### src/rtl/heichips25_result_uart_tx.sv
// UART serializer for an 8-bit result bus: start, 8 data bits LSB first,
// optional parity, 1 or 2 stop bits, one byte per valid/ready handshake.
module heichips25_result_uart_tx #(
    parameter int CLKS_PER_BIT = 16,
    parameter int PARITY       = 0,
    parameter int STOP_BITS    = 1
) (
    input  logic       clk,
    input  logic       rst,
    input  logic [7:0] data_in,
    input  logic       valid_in,
    output logic       ready_out,
    output logic       tx,
    output logic       busy
);

    typedef enum logic [2:0] {
        S_IDLE,
        S_START,
        S_DATA,
        S_PAR,
        S_STOP
    } state_t;

    // Wide enough for two stop bits at the largest legal CLKS_PER_BIT.
    localparam logic [16:0] BIT_LAST  = 17'(CLKS_PER_BIT - 1);
    localparam logic [16:0] STOP_LAST = 17'(STOP_BITS * CLKS_PER_BIT - 1);

    state_t      state_q, state_n;
    logic [16:0] baud_q, baud_n;
    logic [2:0]  bit_q, bit_n;
    logic [7:0]  shift_q, shift_n;
    logic        par_q, par_n;
    logic        tx_n, ready_n, busy_n;

    always_comb begin
        state_n = state_q;
        baud_n  = baud_q + 17'd1;
        bit_n   = bit_q;
        shift_n = shift_q;
        par_n   = par_q;
        case (state_q)
            S_IDLE: begin
                baud_n = '0;
                bit_n  = '0;
                if (valid_in && ready_out) begin
                    state_n = S_START;
                    shift_n = data_in;
                    // Parity is captured at acceptance since the shifter is consumed.
                    par_n   = (PARITY == 2) ? ~^data_in : ^data_in;
                end
            end
            S_START: begin
                if (baud_q == BIT_LAST) begin
                    baud_n  = '0;
                    state_n = S_DATA;
                end
            end
            S_DATA: begin
                if (baud_q == BIT_LAST) begin
                    baud_n  = '0;
                    shift_n = {1'b0, shift_q[7:1]};
                    if (bit_q == 3'd7) begin
                        bit_n   = '0;
                        state_n = (PARITY != 0) ? S_PAR : S_STOP;
                    end else begin
                        bit_n = bit_q + 3'd1;
                    end
                end
            end
            S_PAR: begin
                if (baud_q == BIT_LAST) begin
                    baud_n  = '0;
                    state_n = S_STOP;
                end
            end
            S_STOP: begin
                if (baud_q == STOP_LAST) begin
                    baud_n  = '0;
                    state_n = S_IDLE;
                end
            end
            default: begin
                baud_n  = '0;
                bit_n   = '0;
                state_n = S_IDLE;
            end
        endcase

        // Outputs are registered from the next state so they change on the same edge.
        case (state_n)
            S_START: tx_n = 1'b0;
            S_DATA:  tx_n = shift_n[0];
            S_PAR:   tx_n = par_n;
            default: tx_n = 1'b1;
        endcase
        ready_n = (state_n == S_IDLE);
        busy_n  = (state_n != S_IDLE);
    end

    always_ff @(posedge clk) begin
        if (rst) begin
            state_q   <= S_IDLE;
            baud_q    <= '0;
            bit_q     <= '0;
            shift_q   <= '0;
            par_q     <= 1'b0;
            tx        <= 1'b1;
            ready_out <= 1'b1;
            busy      <= 1'b0;
        end else begin
            state_q   <= state_n;
            baud_q    <= baud_n;
            bit_q     <= bit_n;
            shift_q   <= shift_n;
            par_q     <= par_n;
            tx        <= tx_n;
            ready_out <= ready_n;
            busy      <= busy_n;
        end
    end

endmodule

### config.mk
export PLATFORM = sky130hd
export DESIGN_NAME = heichips25_result_uart_tx
export DESIGN_NICKNAME = d
export VERILOG_FILES = /design/src/rtl/heichips25_result_uart_tx.sv
export SDC_FILE = /design/constraint.sdc
export NUM_CORES = 1
export LEC_CHECK = 0
export ABC_AREA = 1
export BUFFER_PORTS_ARGS = -buffer_cell sky130_fd_sc_hd__buf_4
export CAP_MARGIN = 20
export CORE_ASPECT_RATIO = 1.2
export CORE_MARGIN = 2
export CORE_UTILIZATION = 40
export CTS_CLUSTER_DIAMETER = 80
export DETAILED_ROUTE_END_ITERATION = 10
export SYNTH_ARGS = -nofsm -noshare
export SYNTH_HDL_FRONTEND = slang
export SYNTH_SLANG_ARGS = --single-unit
### constraint.sdc
create_clock -name clk -period 4.15 [get_ports clk]
set_clock_uncertainty 0.15 [all_clocks]
set_input_delay 0.83 -clock clk [delete_from_list [all_inputs] [get_ports clk]]
set_output_delay 0.83 -clock clk [all_outputs]
set_load 0.03 [all_outputs]
==> results of run 1 <==
==> cell families after synthesis <==
kind of cell    after synthesis
compound gates               22
buf+inv                      32
fa+ha+maj                     3
simple gates                163
flops                        35
xor+xnor                     15
==> power by group through the flow <==
stage	Sequential, mW	Combinational [mW]	Clock [mW]
2_1_floorplan	0.364	0.0518	0
3_3_place_gp	0.359	0.0787	0
3_5_place_dp	0.359	0.0791	0
4_1_cts	0.352	0.0794	0.281
5_1_grt	0.353	0.0902	0.297
6_report	0.351	0.0784	0.267
==> cells in the final DEF, fill, tap and decap left out <==
| cell type | netlist | layout |
|---|---|---|
| nand2_1 | 80 | 80 |
| dfxtp_1 | 35 | 35 |
| nor2_1 | 32 | 32 |
| inv_1 | 29 | 29 |
| nand3_1 | 16 | 16 |
| a21oi_1 | 15 | 15 |
| buf_4 | 0 | 13 |
| xor2_1 | 10 | 10 |
| nand4_1 | 7 | 7 |
| clkbuf_8 | 0 | 7 |
| nor3_1 | 6 | 6 |
| xnor2_1 | 5 | 5 |
| nor2_4 | 4 | 4 |
| nor2_2 | 4 | 4 |
| nor3b_1 | 4 | 4 |
| nand3_2 | 3 | 3 |
| ha_1 | 3 | 3 |
| a21boi_0 | 2 | 2 |
| nor4_1 | 2 | 2 |
| o21ai_0 | 2 | 2 |
| or2_2 | 1 | 1 |
| nand2_2 | 1 | 1 |
| nand3_4 | 1 | 1 |
| nor2_8 | 1 | 1 |
| a21boi_1 | 1 | 1 |
| a31oi_1 | 1 | 1 |
| o21ai_1 | 1 | 1 |
| nand3b_1 | 1 | 1 |
| clkbuf_1 | 0 | 1 |
==> worst register-to-register path, delay by kind of cell, from the launching register on <==
| family | cells | cell delay (ns) |
|---|---|---|
| buffers and inverters | 2 | 0.35 |
| DFF | 1 | 0.30 |
| and+or+nand+nor | 6 | 1.03 |
==> final cells by class <==
cell class              instances  area [µm²]
well taps                      58       72.57
multi-input cells             203        1062
flip-flops and latches         35       700.7
clock buffers                   8       100.1
fillers                       498        2452
repair buffers                 13       97.59
inverters                      29       108.9
==> synthesized netlist by cell type (all sizes together) <==
cell,count,area [µm²]
xnor2,5,43.79
xor2,10,87.58
a21oi,15,75.07
a21boi,3,22.52
a31oi,1,6.260
nand4,7,43.79
o21ai,3,15.01
nand3b,1,7.510
nor3b,4,30.03
dlygate4sd1,1,8.760
buf,2,22.52
nand2,81,306.6
inv,29,108.9
ha,3,37.54
or2,1,6.260
nand3,20,127.6
nor2,41,210.2
dfxtp,35,700.7
nor4,2,12.51
nor3,6,30.03
==> per-layer routing <==
metal	GRT usage, %	vias to the layer above
met5	0	-
met4	6.735	0
met3	3.526	4
met2	29.30	25
met1	17.57	737
li1	-	889
==> registers in the layout, summed over array words and instances (netlist names) <==
name and cells:
shift_q 8, ready_out 1, tx 1, state_q 3, bit_q 3, baud_q 17
par_q 1, busy 1
==> worst paths after layout <==
path	from	to	slack, ns	cells after the start
min	baud_q[0]	baud_q[0]	0.30	1
max reg2reg	state_q[1]	tx	2.22	8
max	valid_in	tx	2.12	8
min reg2reg	baud_q[0]	baud_q[0]	0.30	1
==> results.txt, run 1 <==
outcome -> completed
f_max -> 492.0 MHz
synthesized area -> 1903 µm²
drt pass-1 iters -> 4
Synth cell types -> 28
vias per cell -> 4.783
Syn Nets -> 284
power share of the clock group -> 38.3%
die width -> 66.97 µm
Post-CTS Setup Inserts -> 0
Resized cells post-CTS -> 0
CTS hold repair buffers -> 0
worst-path cell chain -> buf_4 -> nand3_1 -> nor2_1 -> inv_1 -> nand2_1 -> nand2_1 -> nand2_1 -> nand3_1
xor-xnor portion of the synthesized cell area -> 6.903%
Logic pwr share -> 11.3%
fin crit period -> 2.033 ns
GR Util All Layers -> 16.09%
final slew viol count -> 0
CTS sink cnt -> 35
layout cells sized above 1 -> 12.15%
Synth Area in Simple Gates -> 40.70%
worst-margin pin slew -> 0.7417 ns
Sequential Power Share -> 50.4%
Final Non-Filler Cells -> 346
Setup TNS -> 0 ns
final core utilization -> 46.62%
initial DRC count -> 92
WL met2 -> 1942 µm
post-placement cell count -> 338
headroom to the max-slew limit -> 50.37%
Die Y -> 79.56 µm
largest net degree at the start of global routing -> 18
Final Worst Setup Slack -> 2.117 ns
final setup fails -> 0
CTS Root Cell -> clkbuf_8
critical path's most frequent cell -> nand2_1
multiplexer area fraction after synthesis -> 0%
pre-CTS setup slack -> 1.809 ns
met3 WL -> 128 µm
Nets -> 301
Synth Instances -> 270
depth of the CTS H-tree -> 2
largest family of logic cells by synthesized area -> simple AND/OR/NAND/NOR gates
final global-route overflow total -> 0
clock latency on the worst-skew pair -> 0.28 ns
total chip power -> 0.6972 mW
Area after DPL -> 2042 µm²
Buf/Inv on CP -> 2
CP Capture Type -> flop
dpl hpwl -> 2826 µm
Max Fanout on Critical Path -> 11
max-cap viol count -> 0
slowest cell on the critical path -> nor2_1
yosys warns -> 0
Leakage -> 0.9683 nW
Highest Signal Layer -> met4
# DRC -> 0
initial antenna violation count -> 0
CP top delay family -> simple AND/OR/NAND/NOR gates
Sw Ratio -> 24.05%
CP peak stage delay -> 0.58 ns
RSZ-0062 raised after global routing -> false
die area -> 5328 µm²
Post-Synth Adder-Cell Area -> 1.972%
Psw -> 0.1677 mW
post-route ant nets -> 0
DR WL/cell -> 10.64 µm
maximum vdd drop -> 145.3 µV
TritonCTS clock tree -> yes
core area -> 4594 µm²
DRT Wirelength -> 3683 µm
final hold vios -> 0
Worst setup SP type -> primary input
first-pass GRT wire length -> 6637 µm
CP required -> 4.17 ns
met1 wire length -> 1569 µm
hold_ws -> 0.2991 ns
CTS Buffer Depth -> 2
P&R area growth vs syn -> 12.56%
mean post-synth cell area -> 7.048 µm²
total CTS buffers -> 5
flops & latches, synth -> 35
number of global-route vias before repair -> 1588
Internal -> 0.5295 mW
Final Instance Area -> 2142 µm²
input/output buffers -> 13
clock transition at the registers of the reported paths -> 0.07 ns
routability cong. -> 0.8287
num rows -> 27
antenna cell count -> 0
Final period util -> 48.98%
CP arrival -> 2.05 ns
initial core utilization -> 41.42%
critical path class -> primary input to flop
top-level I/O count -> 14
register area share after synthesis -> 36.82%
Pwr Density -> 325.5 nW/µm²
via count -> 1655
Hold Path Class -> flop to flop
compound-gate portion of the synthesized area -> 6.246%
Note: power is estimated with default switching activity, not from simulation.
==> run 2: changes to the inputs <==
- ABC_AREA: 1 -> 0
- clock period: 4.15 -> 2.1 ns (I/O delays scaled with it)
==> results.txt, run 2 <==
most used flip-flop cell after synthesis -> dfxtp_1
post-synth top area share -> 42.98%
routability cong. -> 0.8111
input/output buffers -> 13
DRT Wirelength -> 3057 µm
Leakage -> 0.6958 nW
die area -> 4605 µm²
Highest Signal Layer -> met4
CTS Buffer Depth -> 2
drt pass-1 iters -> 4
Hold Path Class -> primary input to flop
# DRC -> 0
max-cap viol count -> 0
Final period util -> 93.59%
CP arrival -> 2.04 ns
critical path class -> flop to flop
top-level I/O count -> 14
synthesized area -> 1630 µm²
core area -> 3941 µm²
asr flop ratio synth -> 0%
TritonCTS clock tree -> yes
met1 wire length -> 1288 µm
clock transition at the registers of the reported paths -> 0.07 ns
CP required -> 2.17 ns
CTS hold repair buffers -> 0
initial core utilization -> 41.37%
Synth cell types -> 42
final core utilization -> 48.63%
Synth top cells by count -> dfxtp_1 (35), nor2_1 (31), nand2_1 (14), xnor2_1 (14), a21oi_1 (10)
register area share after synthesis -> 42.98%
post-route ant nets -> 0
Area after DPL -> 1821 µm²
maximum vdd drop -> 322.7 µV
final global-route overflow total -> 0
yosys warns -> 0
Yosys top cell by area -> dfxtp_1
commonest non-fill, non-tap cell in the layout -> dfxtp_1
final hold vios -> 0
Synth area leaders -> dfxtp_1 (43%), xnor2_1 (7.5%), nor2_1 (7.1%)
vias per cell -> 4.984
Setup TNS -> 0 ns
outcome -> completed
EDFF count, synth -> 0
Final Instance Area -> 1917 µm²
Largest register FFs -> 17
depth of the CTS H-tree -> 2
Pwr Density -> 697.6 nW/µm²
initial antenna violation count -> 0
worst-margin pin slew -> 0.3471 ns
Syn Nets -> 195
Nets -> 216
Top reg by flops -> baud_q
first-pass GRT wire length -> 5395 µm
most frequent cells in the layout -> dfxtp_1 (35), nor2_1 (30), buf_4 (19)
final slew viol count -> 0
CTS Root Cell -> clkbuf_8
f_max -> 508.8 MHz
layout cells sized above 1 -> 21.78%
WL met2 -> 1569 µm
top-count cell post-synth -> dfxtp_1
total CTS buffers -> 5
mean post-synth cell area -> 9.007 µm²
Die Y -> 73.94 µm
Worst setup SP type -> flop
number of global-route vias before repair -> 1288
largest net degree at the start of global routing -> 18
dpl hpwl -> 2310 µm
Layout fillers -> 405
CTS sink cnt -> 35
GR Util All Layers -> 15.27%
clock latency on the worst-skew pair -> 0.29 ns
flops & latches, synth -> 35
final setup fails -> 0
met3 WL -> 129 µm
Resized cells post-CTS -> 0
P&R area growth vs syn -> 17.57%
initial DRC count -> 28
DR WL/cell -> 11.94 µm
CP Capture Type -> flop
via count -> 1276
fin crit period -> 1.965 ns
Max Fanout on Critical Path -> 5
num rows -> 25
die width -> 62.28 µm
antenna cell count -> 0
RSZ-0062 raised after global routing -> false
biggest regs -> baud_q: 17 flops, shift_q: 8 flops
headroom to the max-slew limit -> 76.61%
Synth Instances -> 181
Post-CTS Setup Inserts -> 0
[run 2: changes by cell type after synthesis, moves of 5 or more]
cell     change
nand2_1     -66
nand3_1      -9
inv_1       -22
and3_1       +5
xnor2_1      +9
a22oi_1      +6
nand4_1      -6
a21oi_1      -5
[run 2: kinds of logic (layout without fill, tap and decap cells)]
family	count (synthesis)	in the layout	synth area share, %
muxes	1	1	0.6140
buffers and inverters	13	34	4.067
adders and majority gates	3	3	2.303
and+or+nand+nor	77	77	25.02
AOI/OAI and AO/OA	32	32	14.28
xor gates and xnor gates	20	20	10.74
DFF	35	35	42.98
[run 2: layout make-up]
cell class              instances  area [µm²]  area share (%)
repair buffers                 20       162.7           8.486
flip-flops and latches         35       700.7           36.55
well taps                      54       67.56           3.525
multi-input cells             133       872.1           45.50
clock inverters                 1       5.005          0.2611
inverters                       7       26.28           1.371
clock buffers                   6       82.58           4.308
[run 2: final timing paths]
| check | startpoint | to | slack (ns) | cells past startpoint |
|---|---|---|---|---|
| setup reg to reg | baud_q[10] | tx | 0.13 | 6 |
| setup / recovery | baud_q[10] | tx | 0.13 | 6 |
| hold / removal | data_in[7] | shift_q[7] | 0.23 | 3 |
| hold reg to reg | baud_q[0] | baud_q[0] | 0.29 | 1 |
[run 2: report_power, final]
group | internal (mW) | switching [mW]
clock network | 0.257 | 0.223
registers | 0.688 | 0.0136
logic | 0.0726 | 0.0840
total | 1.02 | 0.320
[run 2: per-stage QoR]
step,std cells,hold slack (ns),power (mW),worst slack [ns]
2_1_floorplan,181,0.2632,0.8210,0.1080
3_3_place_gp,249,0.2723,0.8703,0.1571
3_5_place_dp,249,0.2843,0.8745,0.08328
4_1_cts,256,0.2274,1.363,0.08099
5_1_grt,256,0.2589,1.400,0.004034
6_report,256,0.2321,1.337,0.1345
[run 2: metal layers]
metal	GRT usage [%]	vias up
met3	4.992	6
met2	28.74	18
met5	0	-
li1	-	663
met1	15.25	589
met4	8.148	0
[run 2: worst max-delay path: stages (launching register included)]
cell and delay, ns:
dfxtp_1 0.35, nor4_2 0.29, nand4_2 0.19, buf_4 0.20, o311a_2 0.37, o21a_1 0.19, a22oi_2 0.16
==> run 3: changes to the inputs <==
- clock period: 2.1 -> 2.5 ns (I/O delays scaled with it)
==> results.txt, run 3 (synthesized netlist as in run 2, its figures left out) <==
CP required -> 2.56 ns
Internal -> 0.8870 mW
final setup fails -> 0
Leakage -> 0.6722 nW
initial DRC count -> 54
die area -> 4605 µm²
final slew viol count -> 0
final global-route overflow total -> 0
CTS sink cnt -> 35
RSZ-0062 raised after global routing -> false
TritonCTS clock tree -> yes
Logic pwr share -> 10.9%
largest net degree at the start of global routing -> 18
fin crit period -> 2.043 ns
CP Capture Type -> flop
Final period util -> 81.73%
core area -> 3941 µm²
layout cells sized above 1 -> 19.10%
Die Y -> 73.94 µm
Hold Path Class -> flop to flop
die width -> 62.28 µm
Setup TNS -> 0 ns
Nets -> 212
P&R area growth vs syn -> 15.20%
Psw -> 0.2645 mW
power share of the clock group -> 38.0%
total CTS buffers -> 5
Worst setup SP type -> flop
dpl hpwl -> 2183 µm
max-cap viol count -> 0
# DRC -> 0
CTS hold repair buffers -> 0
headroom to the max-slew limit -> 64.93%
worst-margin pin slew -> 0.5188 ns
via count -> 1257
clock transition at the registers of the reported paths -> 0.07 ns
post-route ant nets -> 0
top-level I/O count -> 14
drt pass-1 iters -> 4
most frequent cells in the layout -> dfxtp_1 (35), nor2_1 (31), buf_4 (16)
Pwr Density -> 613.1 nW/µm²
outcome -> completed
Top reg by flops -> baud_q
num rows -> 25
initial core utilization -> 41.37%
total chip power -> 1.151 mW
DR WL/cell -> 11.59 µm
Largest register FFs -> 17
clock latency on the worst-skew pair -> 0.28 ns
GR Util All Layers -> 14.55%
Post-CTS Setup Inserts -> 0
CP arrival -> 2.11 ns
Layout fillers -> 419
Max Fanout on Critical Path -> 6
routability cong. -> 0.7733
Resized cells post-CTS -> 0
CTS Root Cell -> clkbuf_8
antenna cell count -> 0
commonest non-fill, non-tap cell in the layout -> dfxtp_1
number of global-route vias before repair -> 1282
depth of the CTS H-tree -> 2
biggest regs -> baud_q: 17 flops, shift_q: 8 flops
DRT Wirelength -> 2932 µm
input/output buffers -> 13
CTS Buffer Depth -> 2
final hold vios -> 0
critical path class -> flop to flop
initial antenna violation count -> 0
vias per cell -> 4.968
Sw Ratio -> 22.97%
maximum vdd drop -> 333.2 µV
Sequential Power Share -> 51.2%
f_max -> 489.4 MHz
first-pass GRT wire length -> 5264 µm
## run 3: changes by cell type in the layout (fill, tap and decap cells not counted)
cell	delta
buf_12	-1
nor2_1	+1
buf_4	-3
nor4b_1	+1
nor4b_2	-1
nor2_2	-1
clkinv_2	-1
clkbuf_1	+1
clkbuf_8	+1
## run 3: power groups by stage
stage,Sequential [mW],Combinational (mW),Clock (mW)
after detailed placement,0.602,0.127,0
after global placement,0.602,0.124,0
after floorplan,0.610,0.0799,0
final,0.589,0.125,0.437
after global routing,0.591,0.139,0.479
after CTS,0.589,0.127,0.457
## run 3: path summary, 6_finish.rpt
check / from / endpoint / slack, ns / cells past startpoint
worst max register to register: baud_q[4] / tx / 0.46 / 6
worst min register to register: baud_q[0] / baud_q[0] / 0.29 / 1
worst min-delay path: baud_q[0] / baud_q[0] / 0.29 / 1
worst max-delay path: baud_q[4] / tx / 0.46 / 6
## run 3: worst max-delay path, stage by stage (launching register included)
cell     delay (ns)
dfxtp_1        0.36
nor4_2         0.31
nand4_2        0.23
nor4_1         0.38
nor2_1         0.10
or3_1          0.33
a22oi_2        0.12
## run 3: area by class of cell
cell class	instances	area, µm²	area share [%]
Multi-Input combinational cell	133	863.3	45.97
Sequential cell	35	700.7	37.31
Timing Repair Buffer	16	120.1	6.396
Clock buffer	8	100.1	5.330
Tap cell	54	67.56	3.598
Inverter	7	26.28	1.399
## run 3: per-stage QoR
step | cell area (µm²) | std cells | setup WS (ns) | utilization (%) | hold slack [ns]
2_1_floorplan | 1630 | 181 | 0.5080 | - | 0.2632
3_3_place_gp | 1778 | 245 | 0.5258 | 45.11 | 0.2757
3_5_place_dp | 1778 | 245 | 0.4535 | 45.11 | 0.2807
4_1_cts | 1878 | 253 | 0.4567 | 47.65 | 0.2899
6_report | 1878 | 253 | 0.4569 | 47.65 | 0.2871
5_1_grt | 1878 | 253 | 0.2898 | 47.65 | 0.3259
## run 3: routing by layer
layer	GRT usage [%]	wire length, µm
met1	15.17	1305
met2	26.81	1416
met3	4.690	142
met4	7.407	68
met5	0	0
